==> src/rtl/lsu_ctrl_mo.sv <==
// rtl/lsu_ctrl_mo.sv - multi-outstanding load/store control between AGU and DTCM
// Optional misaligned-access trapping is enabled by defining LSU_MISALIGN_CHK_EN.
module lsu_ctrl_mo #(
    parameter int XLEN = 32,
    parameter int AW   = 16,
    parameter int IW   = 1,
    parameter int DP   = 2
) (
    input  logic                clk,
    input  logic                rst,
    input  logic                agu_cmd_valid,
    output logic                agu_cmd_ready,
    input  logic                agu_cmd_read,
    input  logic [AW-1:0]       agu_cmd_addr,
    input  logic [XLEN-1:0]     agu_cmd_wdata,
    input  logic [XLEN/8-1:0]   agu_cmd_wmask,
    input  logic [1:0]          agu_cmd_size,
    input  logic                agu_cmd_usign,
    input  logic [IW-1:0]       agu_cmd_itag,
    output logic                dtcm_cmd_valid,
    input  logic                dtcm_cmd_ready,
    output logic                dtcm_cmd_read,
    output logic [AW-1:0]       dtcm_cmd_addr,
    output logic [XLEN-1:0]     dtcm_cmd_wdata,
    output logic [XLEN/8-1:0]   dtcm_cmd_wmask,
    input  logic                dtcm_rsp_valid,
    output logic                dtcm_rsp_ready,
    input  logic [XLEN-1:0]     dtcm_rsp_rdata,
    output logic                lsu_o_valid,
    input  logic                lsu_o_ready,
    output logic [XLEN-1:0]     lsu_o_wbck_data,
    output logic [IW-1:0]       lsu_o_wbck_itag,
    output logic                lsu_o_err,
    output logic                lsu_idle
);

    localparam int CW = $clog2(DP + 1);
    localparam int PW = (DP > 1) ? $clog2(DP) : 1;

    typedef struct packed {
        logic [IW-1:0] itag;
        logic          read;
        logic [1:0]    size;
        logic          usign;
        logic [1:0]    addr;
        logic          err;
    } ent_t;

    ent_t            fifo_q [DP];
    logic [PW-1:0]   wptr_q, wptr_d;
    logic [PW-1:0]   rptr_q, rptr_d;
    logic [CW-1:0]   cnt_q, cnt_d;

    logic            full;
    logic            empty;
    logic            cmd_mis;
    logic            push;
    logic            pop;
    logic            err_pop;
    ent_t            head;
    ent_t            new_ent;
    logic [XLEN-1:0] shifted;
    logic [XLEN-1:0] aligned;

    function automatic logic [PW-1:0] ptr_inc(input logic [PW-1:0] p);
        if (p == PW'(DP - 1)) begin
            return '0;
        end
        return p + 1'b1;
    endfunction

    assign full  = (cnt_q == CW'(DP));
    assign empty = (cnt_q == '0);
    assign head  = fifo_q[rptr_q];

`ifdef LSU_MISALIGN_CHK_EN
    // size 11 is handled like a word, so it shares the word alignment rule
    assign cmd_mis = ((agu_cmd_size == 2'b01) & agu_cmd_addr[0])
                   | (agu_cmd_size[1] & (agu_cmd_addr[1:0] != 2'b00));
    // trapped commands never reach the DTCM, so they do not wait on its ready
    assign agu_cmd_ready  = ~full & (cmd_mis | dtcm_cmd_ready);
    assign dtcm_cmd_valid = agu_cmd_valid & ~full & ~cmd_mis;
    assign lsu_o_err      = lsu_o_valid & head.err;
`else
    assign cmd_mis        = 1'b0;
    assign agu_cmd_ready  = dtcm_cmd_ready & ~full;
    assign dtcm_cmd_valid = agu_cmd_valid & ~full;
    assign lsu_o_err      = 1'b0;
`endif

    assign dtcm_cmd_read  = agu_cmd_read;
    assign dtcm_cmd_addr  = agu_cmd_addr;
    assign dtcm_cmd_wdata = agu_cmd_wdata;
    assign dtcm_cmd_wmask = agu_cmd_wmask;

    assign push = agu_cmd_valid & agu_cmd_ready;

    always_comb begin
        new_ent       = '0;
        new_ent.itag  = agu_cmd_itag;
        new_ent.read  = agu_cmd_read;
        new_ent.size  = agu_cmd_size;
        new_ent.usign = agu_cmd_usign;
        new_ent.addr  = agu_cmd_addr[1:0];
        new_ent.err   = cmd_mis;
    end

    // an err head retires on its own and must never swallow a DTCM response
    assign dtcm_rsp_ready = ~empty & ~head.err & (~head.read | lsu_o_ready);
    assign err_pop        = ~empty & head.err & (~head.read | lsu_o_ready);
    assign pop            = (dtcm_rsp_valid & dtcm_rsp_ready) | err_pop;
    assign lsu_o_valid    = ~empty & head.read & (head.err | dtcm_rsp_valid);
    assign lsu_idle       = empty;

    assign shifted = dtcm_rsp_rdata >> {head.addr, 3'b000};

    always_comb begin
        aligned = shifted;
        case (head.size)
            2'b00:   aligned = {{(XLEN-8){~head.usign & shifted[7]}}, shifted[7:0]};
            2'b01:   aligned = {{(XLEN-16){~head.usign & shifted[15]}}, shifted[15:0]};
            default: aligned = shifted;
        endcase
    end

    assign lsu_o_wbck_data = (lsu_o_valid & ~head.err) ? aligned : '0;
    assign lsu_o_wbck_itag = lsu_o_valid ? head.itag : '0;

    always_comb begin
        wptr_d = push ? ptr_inc(wptr_q) : wptr_q;
        rptr_d = pop  ? ptr_inc(rptr_q) : rptr_q;
        cnt_d  = cnt_q;
        case ({push, pop})
            2'b10:   cnt_d = cnt_q + 1'b1;
            2'b01:   cnt_d = cnt_q - 1'b1;
            default: cnt_d = cnt_q;
        endcase
    end

    always_ff @(posedge clk or posedge rst) begin
        if (rst) begin
            wptr_q <= '0;
            rptr_q <= '0;
            cnt_q  <= '0;
        end else begin
            wptr_q <= wptr_d;
            rptr_q <= rptr_d;
            cnt_q  <= cnt_d;
        end
    end

    always_ff @(posedge clk) begin
        if (push) begin
            fifo_q[wptr_q] <= new_ent;
        end
    end

endmodule
==> config.mk <==
export PLATFORM = sky130hd
export DESIGN_NAME = lsu_ctrl_mo
export DESIGN_NICKNAME = d
export VERILOG_FILES = /design/src/rtl/lsu_ctrl_mo.sv
export SDC_FILE = /design/constraint.sdc
export NUM_CORES = 1
export LEC_CHECK = 0
export ABC_AREA = 1
export BUFFER_PORTS_ARGS = -buffer_cell sky130_fd_sc_hd__buf_2
export CORE_ASPECT_RATIO = 1.4
export CORE_MARGIN = 4
export CORE_UTILIZATION = 36
export CTS_BUF_LIST = sky130_fd_sc_hd__clkbuf_4
export CTS_CLUSTER_SIZE = 16
export DETAILED_ROUTE_END_ITERATION = 6
export PLACE_DENSITY_LB_ADDON = 0.2
export SKIP_LAST_GASP = 1
export SYNTH_ARGS = -nofsm -noshare
export SYNTH_HDL_FRONTEND = slang
export SYNTH_SLANG_ARGS = --single-unit
==> constraint.sdc <==
create_clock -name clk -period 1.8 [get_ports clk]
set_input_delay 0.36 -clock clk [delete_from_list [all_inputs] [get_ports clk]]
set_output_delay 0.36 -clock clk [all_outputs]
set_load 0.02 [all_outputs]
==> flow_metrics.tcl, run 1 <==
set metrics [dict create \
    cts_buffers 3 \
    grt_use_total_pct 19.1 \
    syn2layout_area_growth_pct 49.3 \
    layout-drive-gt1-share_pct 59.7 \
    yosysWarnings 0 \
    post-route-period-util_pct 124 \
    cts.clk_slew.worst_paths_ns 0.10 \
    cts.sink_count 18 \
    tns_ns -12.84 \
    reg2reg_to "cnt_q[1]$_DFFE_PP0P_" \
    grt_pass1_vias 2374 \
    path_max_fanout 7 \
    postRouteAntennaNets 0 \
    p_leak_nw 1.61 \
    clkLatencyLatePin_ns 0.28 \
    drv_cap 0 \
    portBuffers 85 \
    rrSetupSlack_ns -0.08 \
    avgViaCountPerCell 4.95 \
    setup_viol 36 \
    hold_viol_final 0 \
    antenna_found_initial 0 \
    cp.required_ns 1.44 \
    dp_hpwl_mm 5.40 \
    root_buffer "clkbuf_4" \
    hold_depth 1 \
    drt_wl_total_mm 7.13 \
    core-area_um2 5860 \
    critPathKind "reg -> out" \
    cp-start-kind "register" \
    cts_tree "yes" \
    grt_max_degree 15 \
    dr.pass1.iters 4 \
    netlist_instances 331 \
    vias 2336 \
    yosysSeqAreaShare_pct 23.9 \
    crit_arrival_ns 1.87 \
    chipWidth_um 73.7 \
    initial_utilization_pct 37.2 \
    worst_slack_ns -0.427 \
    wl_per_cell_um 15.1 \
    period_minus_slack_ns 2.23 \
    violations "negative setup slack" \
    rr_startpoint "rptr_q$_DFFE_PP0P_" \
    pin_count 187 \
    grt_pass1_wl_mm 11.1 \
    die-area_um2 7380 \
    nNetsFinal 499 \
    cts_max_path_buffers 2 \
    rsz0062_at_grt "yes" \
    status "complete, but fails checks" \
    hold_path_end "fifo_q[0][6]$_DFFE_PP_" \
    rows 33 \
    r2r_cells 12 \
    grt_overflow 0 \
    synth.distinct_cells 25 \
    fmax_mhz 449 \
    synth-seq-cells 18 \
    peakVddDrop_uv 804 \
    end_kind "primary output" \
    synth.avg_cell_area_um2 6.58 \
    final_max_slew_viol_count 0 \
    drtIter0Drc 123 \
    htree_num_levels 1 \
    syn_area_um2 2180 \
    synth_nets 427 \
    power_density_nw_per_um2 1520 \
    finalClockSkew_ns 0.00853 \
    hold_start "agu_cmd_itag" \
    antenna_cells 0 \
    gp_congestion 0.872 \
    drcViolationCount 0 \
    die_h_um 100 \
    post-route-util_pct 55.5 \
    min_path_type "in -> reg" \
]
==> layer usage <==
layer / share of wire, % / wire [um] / track usage, %
met5: 0 / 0 / 0
met2: 55 / 3900 / 35.9
met3: 6.3 / 451 / 3.41
met1: 35 / 2470 / 20.0
met4: 4.4 / 316 / 7.95
==> final cells by class <==
class | instances | area (um^2)
tap | 70 | 87.6
timing repair inverter | 1 | 7.51
inverter | 33 | 140
clock inverter | 1 | 3.75
clock buffer | 3 | 22.5
timing repair buffer | 133 | 1060
multi-input combinational | 213 | 1410
sequential | 18 | 522
fill | 602 | 2610
==> timing repair <==
item | 4_1_cts | 5_1_grt
resized for setup | 104 | 37
hold buffers | 1 | 0
pin swaps | 27 | 17
endpoints found under the hold margin | 4 | 0
gates cloned | 3 | 1
setup buffers | 6 | 4
endpoints found under the setup margin | 36 | 36
==> flip-flops by register name, indices dropped and copies added (netlist names) <==
| name | flops |
|---|---|
| cnt_q | 2 |
| wptr_q | 1 |
| fifo_q | 14 |
| rptr_q | 1 |
==> cells by family (layout without fill, tap and decap cells) <==
family                   Yosys count  after routing  share of synthesized area, %
flip-flops                        18             18                          23.9
other                              1              1                         0.172
buffers and inverters            101            171                          27.9
AND/OR/NAND/NOR                  153            154                          33.3
AO/OA/AOI/OAI                     53             53                          12.6
adder cells (fa/ha/maj)            1              1                         0.574
XOR/XNOR                           4              4                          1.61
==> cell usage after synthesis (all sizes together) <==
master | n | share of area, %
edfxtp | 14 | 19
nand2 | 111 | 22
o21ai | 10 | 2.5
a21boi | 2 | 0.69
a21oi | 41 | 9.4
buf | 62 | 21
ha | 1 | 0.57
clkbuf | 6 | 1.0
xnor2 | 2 | 0.80
dfrtp | 4 | 4.6
conb | 1 | 0.17
nor2 | 8 | 2.1
inv | 33 | 5.7
xor2 | 2 | 0.80
nand3 | 34 | 9.2
==> worst max-delay path, stage by stage (launching register included) <==
cell and delay [ns]:
dfrtp_2 0.48, buf_6 0.16, nand2_2 0.06, nand2_2 0.09
nand2_4 0.06, nor2_4 0.09, nand3_4 0.14, buf_12 0.19
a21oi_4 0.17, buf_6 0.14
==> layout by cell type, fill, tap and decap left out, types with 3 or more instances in the layout <==
cell type	n
nand2_1	77
buf_2	55
buf_4	48
nand2_2	24
a21oi_2	24
nand3_1	23
buf_6	20
inv_1	17
edfxtp_1	14
inv_2	13
a21oi_1	12
nand2_4	8
nand3_2	8
buf_12	6
a21oi_4	5
o21ai_2	5
nor2_1	4
nand3_4	4
nor2_4	3
clkbuf_4	3
dfrtp_1	3
==> where the power goes <==
part / internal (W) / switching, W
registers: 0.000545 / 0.0000625
logic: 0.00182 / 0.00235
clock network: 0.0000802 / 0.000108
==> how the worst max path moves through the flow <==
stage                    startpoint  slack [ns]  cells after the start                   end
2_1_floorplan  cnt_q[0]$_DFFE_PP0P_       -0.03                      7  cnt_q[1]$_DFFE_PP0P_
3_3_place_gp     rptr_q$_DFFE_PP0P_       -0.24                      8    lsu_o_wbck_data[0]
3_5_place_dp     rptr_q$_DFFE_PP0P_       -0.27                      8    lsu_o_wbck_data[0]
4_1_cts          rptr_q$_DFFE_PP0P_       -0.41                      9    lsu_o_wbck_data[9]
5_1_grt          rptr_q$_DFFE_PP0P_       -0.55                     10   lsu_o_wbck_data[12]
6_report         rptr_q$_DFFE_PP0P_       -0.43                      9    lsu_o_wbck_data[9]
==> through the flow <==
stage                     hold slack [ns]  power (W)  setup slack, ns  instances  cell area [um^2]
after floorplan                     0.126    0.00271          -0.0286        331              2220
after global placement              0.252    0.00365           -0.240        453              2590
after detailed placement            0.265    0.00367           -0.274        453              2590
after CTS                           0.251    0.00462           -0.405        467              3060
after global routing                0.239    0.00536           -0.548        472              3250
final                               0.263    0.00496           -0.427        472              3250
(Power assumes the default switching activity.)
==> run 2: changes to the inputs <==
--- a/config.mk
+++ b/config.mk
@@ -11,9 +11,10 @@
 export CORE_MARGIN = 4
 export CORE_UTILIZATION = 36
 export CTS_BUF_LIST = sky130_fd_sc_hd__clkbuf_4
-export CTS_CLUSTER_SIZE = 16
+export CTS_CLUSTER_SIZE = 25
 export DETAILED_ROUTE_END_ITERATION = 6
 export PLACE_DENSITY_LB_ADDON = 0.2
+export SETUP_SLACK_MARGIN = 0.15
 export SKIP_LAST_GASP = 1
 export SYNTH_ARGS = -nofsm -noshare
 export SYNTH_HDL_FRONTEND = slang
==> flow_metrics.tcl, run 2 (synthesis results as in run 1) <==
set metrics [dict create \
    status "complete, but fails checks" \
    violations "negative setup slack" \
    slowest_stage "dfrtp_2" \
    path_max_fanout 8 \
    period_minus_slack_ns 2.27 \
    post-route-period-util_pct 126 \
    cpLargestDelayFamily "buffers and inverters" \
    avgViaCountPerCell 4.93 \
    grt_pass1_wl_mm 10.2 \
    root_buffer "clkbuf_4" \
    grt_use_total_pct 17.0 \
    drtIter0Drc 102 \
    vias 2377 \
    crit_buf_inv 5 \
    final_cell_mix "nand2_1 (76), buf_2 (64), buf_4 (47)" \
    hold_path_end "fifo_q[0][6]$_DFFE_PP_" \
    grt_overflow 0 \
    startpoint "rptr_q$_DFFE_PP0P_" \
    cts_tree "yes" \
    r2r_cells 13 \
    final_common_cell "nand2_1" \
    antenna_cells 0 \
    largest_register "fifo_q" \
    crit_arrival_ns 1.91 \
    power_w 0.00500 \
    hold_depth 1 \
    cts.sink_count 18 \
    slowest_delay_ns 0.49 \
    end_kind "primary output" \
    syn2layout_area_growth_pct 50.8 \
    grt_max_degree 20 \
    p_leak_nw 1.64 \
    layout-drive-gt1-share_pct 60.2 \
    drv_cap 0 \
    placed_cell_area_um2 2670 \
    pin_count 187 \
    initial_utilization_pct 37.2 \
    fillCellCount 558 \
    reg2reg_to "cnt_q[1]$_DFFE_PP0P_" \
    gp_congestion 0.869 \
    drcViolationCount 0 \
    postRouteAntennaNets 0 \
    critPathKind "reg -> out" \
    largest_register_ff_count 14 \
    rsz0062_at_grt "yes" \
    finalClockSkew_ns 0.00232 \
    dr.pass1.iters 4 \
    final_area_um2 3280 \
    grt_pass1_vias 2264 \
    htree_num_levels 1 \
    rows 33 \
    reg_top3 "fifo_q (14), cnt_q (2)" \
    portBuffers 85 \
    wl_per_cell_um 13.9 \
    final_max_slew_viol_count 0 \
    cp-start-kind "register" \
    core-area_um2 5860 \
    worst_slack_ns -0.468 \
    antenna_found_initial 0 \
    clkLatencyLatePin_ns 0.28 \
    hold_viol_final 0 \
    rr_startpoint "rptr_q$_DFFE_PP0P_" \
    min_path_type "in -> reg" \
    rrSetupSlack_ns -0.09 \
    power_density_nw_per_um2 1520 \
    cp_cell_sequence "inv_4 -> buf_6 -> nand2_1 -> nand2_2 -> nand2_8 -> clkbuf_16 -> buf_4 -> a21oi_4 -> buf_6" \
    hold_start "agu_cmd_itag" \
    drt_wl_total_mm 6.68 \
    die-area_um2 7380 \
    nNetsFinal 509 \
    setup_viol 38 \
    cts.clk_slew.worst_paths_ns 0.09 \
    cts_buffers 3 \
    fmax_mhz 441 \
    cts_max_path_buffers 2 \
    peakVddDrop_uv 739 \
    dp_hpwl_mm 5.01 \
    crit_path_frequent_cell "buf_6" \
    cp.required_ns 1.44 \
    die_h_um 100 \
    chipWidth_um 73.7 \
]
## run 2: area by class of cell
cell class | instances | area, um^2 | share of cell area, %
clock inverters | 1 | 3.75 | 0.114
repair buffers | 143 | 1090 | 33.1
flip-flops and latches | 18 | 522 | 15.9
well taps | 70 | 87.6 | 2.67
multi-input cells | 214 | 1420 | 43.3
inverters | 33 | 139 | 4.23
clock buffers | 3 | 22.5 | 0.686
## run 2: where the power goes
part	switching, W	total [W]	internal, W
sequential	0.0000604	0.000605	0.000545
clock	0.000110	0.000190	0.0000803
combinational	0.00235	0.00421	0.00185
total	0.00252	0.00500	0.00248
## run 2: worst max path at each step
| stage | to | slack, ns | depth (start not counted) |
|---|---|---|---|
| finish | lsu_o_wbck_data[15] | -0.47 | 9 |
| global placement | lsu_o_wbck_data[17] | -0.19 | 10 |
| floorplan | lsu_o_wbck_data[12] | 0.02 | 8 |
| CTS | lsu_o_wbck_data[23] | -0.46 | 10 |
| global route | lsu_o_wbck_data[17] | -0.56 | 10 |
| detailed placement | lsu_o_wbck_data[18] | -0.23 | 10 |
## run 2: repair_timing
item,CTS,global route
resized for setup,84,39
endpoints found under the setup margin,37,39
gates cloned,2,2
hold buffers,1,0
buffers inserted,5,5
endpoints found under the hold margin,4,0
pin swaps,9,12
## run 2: routing by layer
metal	vias to the layer above	track usage, %	wire, um
li1	1167	-	-
met1	1079	18.9	2440
met2	97	30.4	3510
met3	34	3.11	467
met4	0	7.95	258
met5	-	0	0
## run 2: per-stage QoR
| step | hold slack (ns) | cells | setup TNS, ns | utilization [%] | worst slack [ns] |
|---|---|---|---|---|---|
| 3_5_place_dp | 0.261 | 463 | -5.28 | 45.5 | -0.231 |
| 5_1_grt | 0.248 | 482 | -17.57 | 56.0 | -0.563 |
| 6_report | 0.267 | 482 | -13.41 | 56.0 | -0.468 |
| 3_3_place_gp | 0.258 | 463 | -4.41 | 45.5 | -0.194 |
| 4_1_cts | 0.252 | 475 | -13.73 | 51.8 | -0.458 |
| 2_1_floorplan | 0.126 | 331 | 0 | - | 0.0202 |
